<file path="config.mk">
export PLATFORM = sky130hd
export DESIGN_NAME = cgra_top
export DESIGN_NICKNAME = d
export VERILOG_FILES = /design/src/rtl/cgra_top.sv
export SDC_FILE = /design/constraint.sdc
export NUM_CORES = 1
export LEC_CHECK = 0
export ABC_CLOCK_PERIOD_IN_PS = 8119
export BUFFER_PORTS_ARGS = -buffer_cell sky130_fd_sc_hd__buf_2
export CORE_ASPECT_RATIO = 0.9
export CORE_MARGIN = 8
export CORE_UTILIZATION = 60
export CTS_BUF_LIST = sky130_fd_sc_hd__clkbuf_4
export CTS_CLUSTER_SIZE = 30
export DETAILED_ROUTE_END_ITERATION = 10
export GPL_TIMING_DRIVEN = 0
export PLACE_DENSITY = 0.84
export SLEW_MARGIN = 40
export SYNTH_ARGS = -nofsm -noshare
export SYNTH_HDL_FRONTEND = slang
export SYNTH_SLANG_ARGS = --single-unit
</file>
<file path="constraint.sdc">
create_clock -name clk_in -period 8.12 [get_ports clk_in]
set_clock_uncertainty 0.2 [all_clocks]
set_input_delay 2.436 -clock clk_in [delete_from_list [all_inputs] [get_ports clk_in]]
set_output_delay 2.436 -clock clk_in [all_outputs]
set_load 0.01 [all_outputs]
</file>
<file path="src/rtl/cgra_top.sv">
// Single-tile CGRA: selects a 16-bit word from pad side S0/S1/S2, applies one configurable
// PE operation and registers the result onto the S0 output pads. Optional macro: JTAG_BYPASS_EN.
module cgra_top #(
  parameter logic [23:0] TILE_ID = 24'h000000
) (
  input  logic        clk_in,
  input  logic        reset_in,
  input  logic [31:0] config_addr_in,
  input  logic [31:0] config_data_in,
  input  logic        pad_S0_T0_in,  pad_S0_T1_in,  pad_S0_T2_in,  pad_S0_T3_in,
  input  logic        pad_S0_T4_in,  pad_S0_T5_in,  pad_S0_T6_in,  pad_S0_T7_in,
  input  logic        pad_S0_T8_in,  pad_S0_T9_in,  pad_S0_T10_in, pad_S0_T11_in,
  input  logic        pad_S0_T12_in, pad_S0_T13_in, pad_S0_T14_in, pad_S0_T15_in,
  input  logic        pad_S1_T0_in,  pad_S1_T1_in,  pad_S1_T2_in,  pad_S1_T3_in,
  input  logic        pad_S1_T4_in,  pad_S1_T5_in,  pad_S1_T6_in,  pad_S1_T7_in,
  input  logic        pad_S1_T8_in,  pad_S1_T9_in,  pad_S1_T10_in, pad_S1_T11_in,
  input  logic        pad_S1_T12_in, pad_S1_T13_in, pad_S1_T14_in, pad_S1_T15_in,
  input  logic        pad_S2_T0_in,  pad_S2_T1_in,  pad_S2_T2_in,  pad_S2_T3_in,
  input  logic        pad_S2_T4_in,  pad_S2_T5_in,  pad_S2_T6_in,  pad_S2_T7_in,
  input  logic        pad_S2_T8_in,  pad_S2_T9_in,  pad_S2_T10_in, pad_S2_T11_in,
  input  logic        pad_S2_T12_in, pad_S2_T13_in, pad_S2_T14_in, pad_S2_T15_in,
  output logic        pad_S0_T0_out,  pad_S0_T1_out,  pad_S0_T2_out,  pad_S0_T3_out,
  output logic        pad_S0_T4_out,  pad_S0_T5_out,  pad_S0_T6_out,  pad_S0_T7_out,
  output logic        pad_S0_T8_out,  pad_S0_T9_out,  pad_S0_T10_out, pad_S0_T11_out,
  output logic        pad_S0_T12_out, pad_S0_T13_out, pad_S0_T14_out, pad_S0_T15_out,
  input  logic        tdi,
  input  logic        tms,
  input  logic        tck,
  input  logic        trst_n,
  output logic        tdo
);

  // T0 is the MSB on every side.
  logic [15:0] s0_word, s1_word, s2_word;
  assign s0_word = {pad_S0_T0_in,  pad_S0_T1_in,  pad_S0_T2_in,  pad_S0_T3_in,
                    pad_S0_T4_in,  pad_S0_T5_in,  pad_S0_T6_in,  pad_S0_T7_in,
                    pad_S0_T8_in,  pad_S0_T9_in,  pad_S0_T10_in, pad_S0_T11_in,
                    pad_S0_T12_in, pad_S0_T13_in, pad_S0_T14_in, pad_S0_T15_in};
  assign s1_word = {pad_S1_T0_in,  pad_S1_T1_in,  pad_S1_T2_in,  pad_S1_T3_in,
                    pad_S1_T4_in,  pad_S1_T5_in,  pad_S1_T6_in,  pad_S1_T7_in,
                    pad_S1_T8_in,  pad_S1_T9_in,  pad_S1_T10_in, pad_S1_T11_in,
                    pad_S1_T12_in, pad_S1_T13_in, pad_S1_T14_in, pad_S1_T15_in};
  assign s2_word = {pad_S2_T0_in,  pad_S2_T1_in,  pad_S2_T2_in,  pad_S2_T3_in,
                    pad_S2_T4_in,  pad_S2_T5_in,  pad_S2_T6_in,  pad_S2_T7_in,
                    pad_S2_T8_in,  pad_S2_T9_in,  pad_S2_T10_in, pad_S2_T11_in,
                    pad_S2_T12_in, pad_S2_T13_in, pad_S2_T14_in, pad_S2_T15_in};

  logic [1:0]  in_sel_q;
  logic [3:0]  op_q;
  logic [15:0] k_q;
  logic        out_en_q;
  logic [15:0] result_q;

  logic        cfg_we;
  logic [7:0]  cfg_idx;
  assign cfg_idx = config_addr_in[7:0];
  assign cfg_we  = (config_addr_in != 32'd0) && (config_addr_in[31:8] == TILE_ID);

  always_ff @(posedge clk_in or negedge reset_in) begin
    if (!reset_in) begin
      in_sel_q <= 2'd0;
      op_q     <= 4'd0;
      k_q      <= 16'd0;
      out_en_q <= 1'b0;
    end else if (cfg_we) begin
      unique case (cfg_idx)
        8'h01:   in_sel_q <= config_data_in[1:0];
        8'h02:   op_q     <= config_data_in[3:0];
        8'h03:   k_q      <= config_data_in[15:0];
        8'h04:   out_en_q <= config_data_in[0];
        default: ;
      endcase
    end
  end

  logic [15:0] operand_a;
  logic [15:0] result_d;

  always_comb begin
    operand_a = 16'd0;
    unique case (in_sel_q)
      2'd0:    operand_a = s0_word;
      2'd1:    operand_a = s1_word;
      2'd2:    operand_a = s2_word;
      default: operand_a = 16'd0;
    endcase
  end

  always_comb begin
    result_d = 16'd0;
    unique case (op_q)
      4'd0:    result_d = operand_a;
      4'd1:    result_d = operand_a + k_q;
      4'd2:    result_d = operand_a - k_q;
      4'd3:    result_d = operand_a * k_q;
      4'd4:    result_d = operand_a << k_q[3:0];
      4'd5:    result_d = operand_a >> k_q[3:0];
      4'd6:    result_d = operand_a & k_q;
      4'd7:    result_d = operand_a | k_q;
      4'd8:    result_d = operand_a ^ k_q;
      default: result_d = 16'd0;
    endcase
  end

  // Captures with the config held before any same-edge write.
  always_ff @(posedge clk_in or negedge reset_in) begin
    if (!reset_in) result_q <= 16'd0;
    else           result_q <= result_d;
  end

  logic [15:0] out_word;
  assign out_word = out_en_q ? result_q : 16'd0;

  assign {pad_S0_T0_out,  pad_S0_T1_out,  pad_S0_T2_out,  pad_S0_T3_out,
          pad_S0_T4_out,  pad_S0_T5_out,  pad_S0_T6_out,  pad_S0_T7_out,
          pad_S0_T8_out,  pad_S0_T9_out,  pad_S0_T10_out, pad_S0_T11_out,
          pad_S0_T12_out, pad_S0_T13_out, pad_S0_T14_out, pad_S0_T15_out} = out_word;

`ifdef JTAG_BYPASS_EN
  logic bypass_q;
  always_ff @(posedge tck or negedge trst_n) begin
    if (!trst_n)   bypass_q <= 1'b0;
    else if (!tms) bypass_q <= tdi;
  end
  assign tdo = bypass_q;

  logic unused_cfg;
  assign unused_cfg = ^config_data_in[31:16];
`else
  assign tdo = 1'b0;

  logic unused_cfg;
  assign unused_cfg = ^{config_data_in[31:16], tdi, tms, tck, trst_n};
`endif

endmodule

</file>
==> flow_summary.json <==
{
  "critical_path.max_fanout": 9,
  "fin_area_mm2": 0.0102,
  "dieArea_mm2": 0.0189,
  "finish.utilization_pct": 70.4,
  "endpoint_kind": "flop",
  "powerDensity_mw_per_mm2": 285,
  "yosysSeqAreaShare_pct": 11.0,
  "diodes": 0,
  "die_width_um": 144,
  "timing_worst_setup_path_type": "input pin to flop",
  "synth-seq-cells": 39,
  "pin_count": 135,
  "synth_cell_types": 66,
  "row_count": 42,
  "finalWorstSetupSlack_ns": 0.0584,
  "cts_tree": "yes",
  "port_buffers": 113,
  "avgViaCountPerCell": 6.55,
  "reg2reg_depth": 23,
  "hold_buffers": 0,
  "hold_end": "op_q[2]",
  "instances_no_fill": 1421,
  "drive_gt1_share_pct": 18.7,
  "syn-mean-instance-area_um2": 8.18,
  "antenna_left": 0,
  "cp_cell_sequence": "buf_2, mux2i_2, o2bb2ai_4, inv_2, nor2_1, fa_1, inv_1, fa_1, inv_1, fa_1, fa_1, inv_1, fa_1, fa_2, xor2_2, xnor2_1, xnor2_1, xnor2_1, xnor3_1, xnor3_2, xor2_1, o221ai_2",
  "cts_num_sinks": 39,
  "drc": 0,
  "setup_violations": 0,
  "grt_max_degree": 40,
  "dp.cells": 1395,
  "cts.htree.levels": 2,
  "fin_crit_ns": 8.06,
  "routed_wl_um": 37100,
  "critical_path.max_stage_delay_ns": 0.54,
  "drt_iter0_markers": 1516,
  "path_common_cell": "fa_1",
  "power_mw": 2.92,
  "clockBufferDepth": 2,
  "yosys.area.top_type": "fa_1",
  "cts_made_buffers": 5,
  "vias": 9309,
  "grt_overflow_total": 0,
  "routedWlPerCell_um": 26.1,
  "holdPathStages": 2,
  "grt_usage_pct": 38.9,
  "first_pass_iters": 9,
  "syn_inst": 1082,
  "yosys_warnings": 0,
  "fmax_ghz": 0.124,
  "arrival_ns": 8.12,
  "dieHeight_um": 131,
  "final_nets": 1519,
  "r2r_start": "in_sel_q[1]",
  "synth.top_cell.area_share_pct": 18.3,
  "place_ws_ns": -1.33,
  "outcome": "finished clean",
  "hpwl_um": 28200,
  "hold_viol": 0,
  "worst_slew_pin_slew_ns": 0.988,
  "maxCapViolCount": 0,
  "min-delay-start": "op_q[2]",
  "floorplan.initialDensity_pct": 60.8,
  "core_area_mm2": 0.0146,
  "cp-start-kind": "input pin",
  "slowest_stage": "fa_1",
  "final_common_cell": "inv_1",
  "holdCritPathClass": "flop to flop",
  "synth-async-reset-ratio_pct": 100,
  "synth_ff_type": "dfrtp_1",
  "peakVddDrop_mv": 0.606,
  "r2r_slack_ns": 0.35,
  "fin_crit_sh_pct": 99.3,
  "final_cell_mix": "141 x inv_1, 133 x nand2_1, 117 x buf_2",
  "nFillCells": 1149,
  "drv_slew": 0,
  "antenna_found_initial": 0,
  "cts_root_buf": "clkbuf_4",
  "synthToLayoutAreaGrowth_pct": 15.8,
  "relSlewSlack_pct": 34.2,
  "gp_congestion": 1.01,
  "p_leak_nw": 5.03,
  "synth-edff-count": 0,
  "netlist_area_mm2": 0.00885,
  "clkTransAtPathRegs_ns": 0.14,
  "r2r-end": "result_q[15]",
  "required_ns": 8.18,
  "dpl-instance-area_mm2": 0.00971,
  "clock_latency_ns": 0.40,
  "synth_area_leaders": "fa_1 18%, ha_1 14%, dfrtp_1 11%, inv_1 6.2%, nand2_1 5.7%",
  "grt_pass1_vias": 9244,
  "grt_pass1_wl_um": 55000,
  "syn_nets": 1379
}
[repair_timing]
action,in CTS,in global routing
endpoints found under the setup margin,7,4
buffers inserted,6,13
gates resized for setup,45,23
pin swaps,7,14
[state kept, by name, summed over array words and instances, names as in the netlist]
signal,count
out_en_q,1
in_sel_q,2
result_q,16
k_q,16
op_q,4
[final cells by class]
class / instances / area, µm² / area share, %
Multi-Input combinational cell: 830 / 7350 / 71.8
Sequential cell: 39 / 976 / 9.52
Timing Repair Buffer: 134 / 721 / 7.03
Inverter: 155 / 591 / 5.76
Buffer: 57 / 300 / 2.93
Tap cell: 198 / 248 / 2.42
Clock buffer: 6 / 45.0 / 0.440
Clock inverter: 2 / 12.5 / 0.122
[cells in the mapped netlist, drive strengths merged (18+ instances only)]
| master | number |
|---|---|
| a21oi | 32 |
| clkbuf | 43 |
| dfrtp | 39 |
| fa | 81 |
| ha | 98 |
| inv | 152 |
| mux2i | 37 |
| nand2 | 134 |
| nor2 | 93 |
| nor3 | 18 |
| o21ai | 63 |
| xnor2 | 46 |
[through the flow]
step	setup TNS (ns)	hold WS, ns
2_1_floorplan	0	0.360
3_3_place_gp	-6.76	0.428
3_5_place_dp	-7.79	0.446
4_1_cts	0	0.461
5_1_grt	-0.144	0.515
6_report	0	0.491
[worst max path at each step]
stage	startpoint	end
after floorplan	pad_S1_T11_in	result_q[15]
after global placement	pad_S1_T7_in	result_q[15]
after detailed placement	pad_S1_T12_in	result_q[12]
after CTS	pad_S1_T9_in	result_q[12]
after global routing	pad_S1_T7_in	result_q[15]
final	pad_S1_T7_in	result_q[15]
[power breakdown]
part	leakage, nW	total, mW	switching (mW)	internal (mW)
combinational	4.54	2.60	1.58	1.02
clock	0.0317	0.120	0.0833	0.0369
sequential	0.454	0.195	0.0000486	0.195
total	5.03	2.92	1.66	1.25
[worst max-delay path: cells and delay by family]
kind	cells	cell delay [ns]
AND/OR/NAND/NOR	1	0.08
multiplexers	1	0.37
AO/OA/AOI/OAI	2	0.35
buffers and inverters	5	0.47
XOR/XNOR	7	1.52
adder cells (fa/ha/maj)	6	2.89
[logic make-up after synthesis]
| group | after synthesis | synth area share [%] |
|---|---|---|
| other cells | 1 | 0.0424 |
| flops | 39 | 11.0 |
| compound gates | 208 | 16.0 |
| simple gates | 321 | 16.1 |
| mux | 59 | 8.64 |
| fa+ha+maj | 179 | 32.2 |
| buf+inv | 213 | 9.25 |
| xor+xnor | 62 | 6.77 |
[layer usage]
metal	GRT usage, %	vias up	part of all wire (%)	routed length, µm
li1	-	3940	-	-
met5	0	-	0.13	50
met1	51.2	4344	37	13900
met2	56.5	787	42	15500
met3	12.5	236	14	5310
met4	18.4	2	6.3	2350
(Power assumes the default switching activity.)
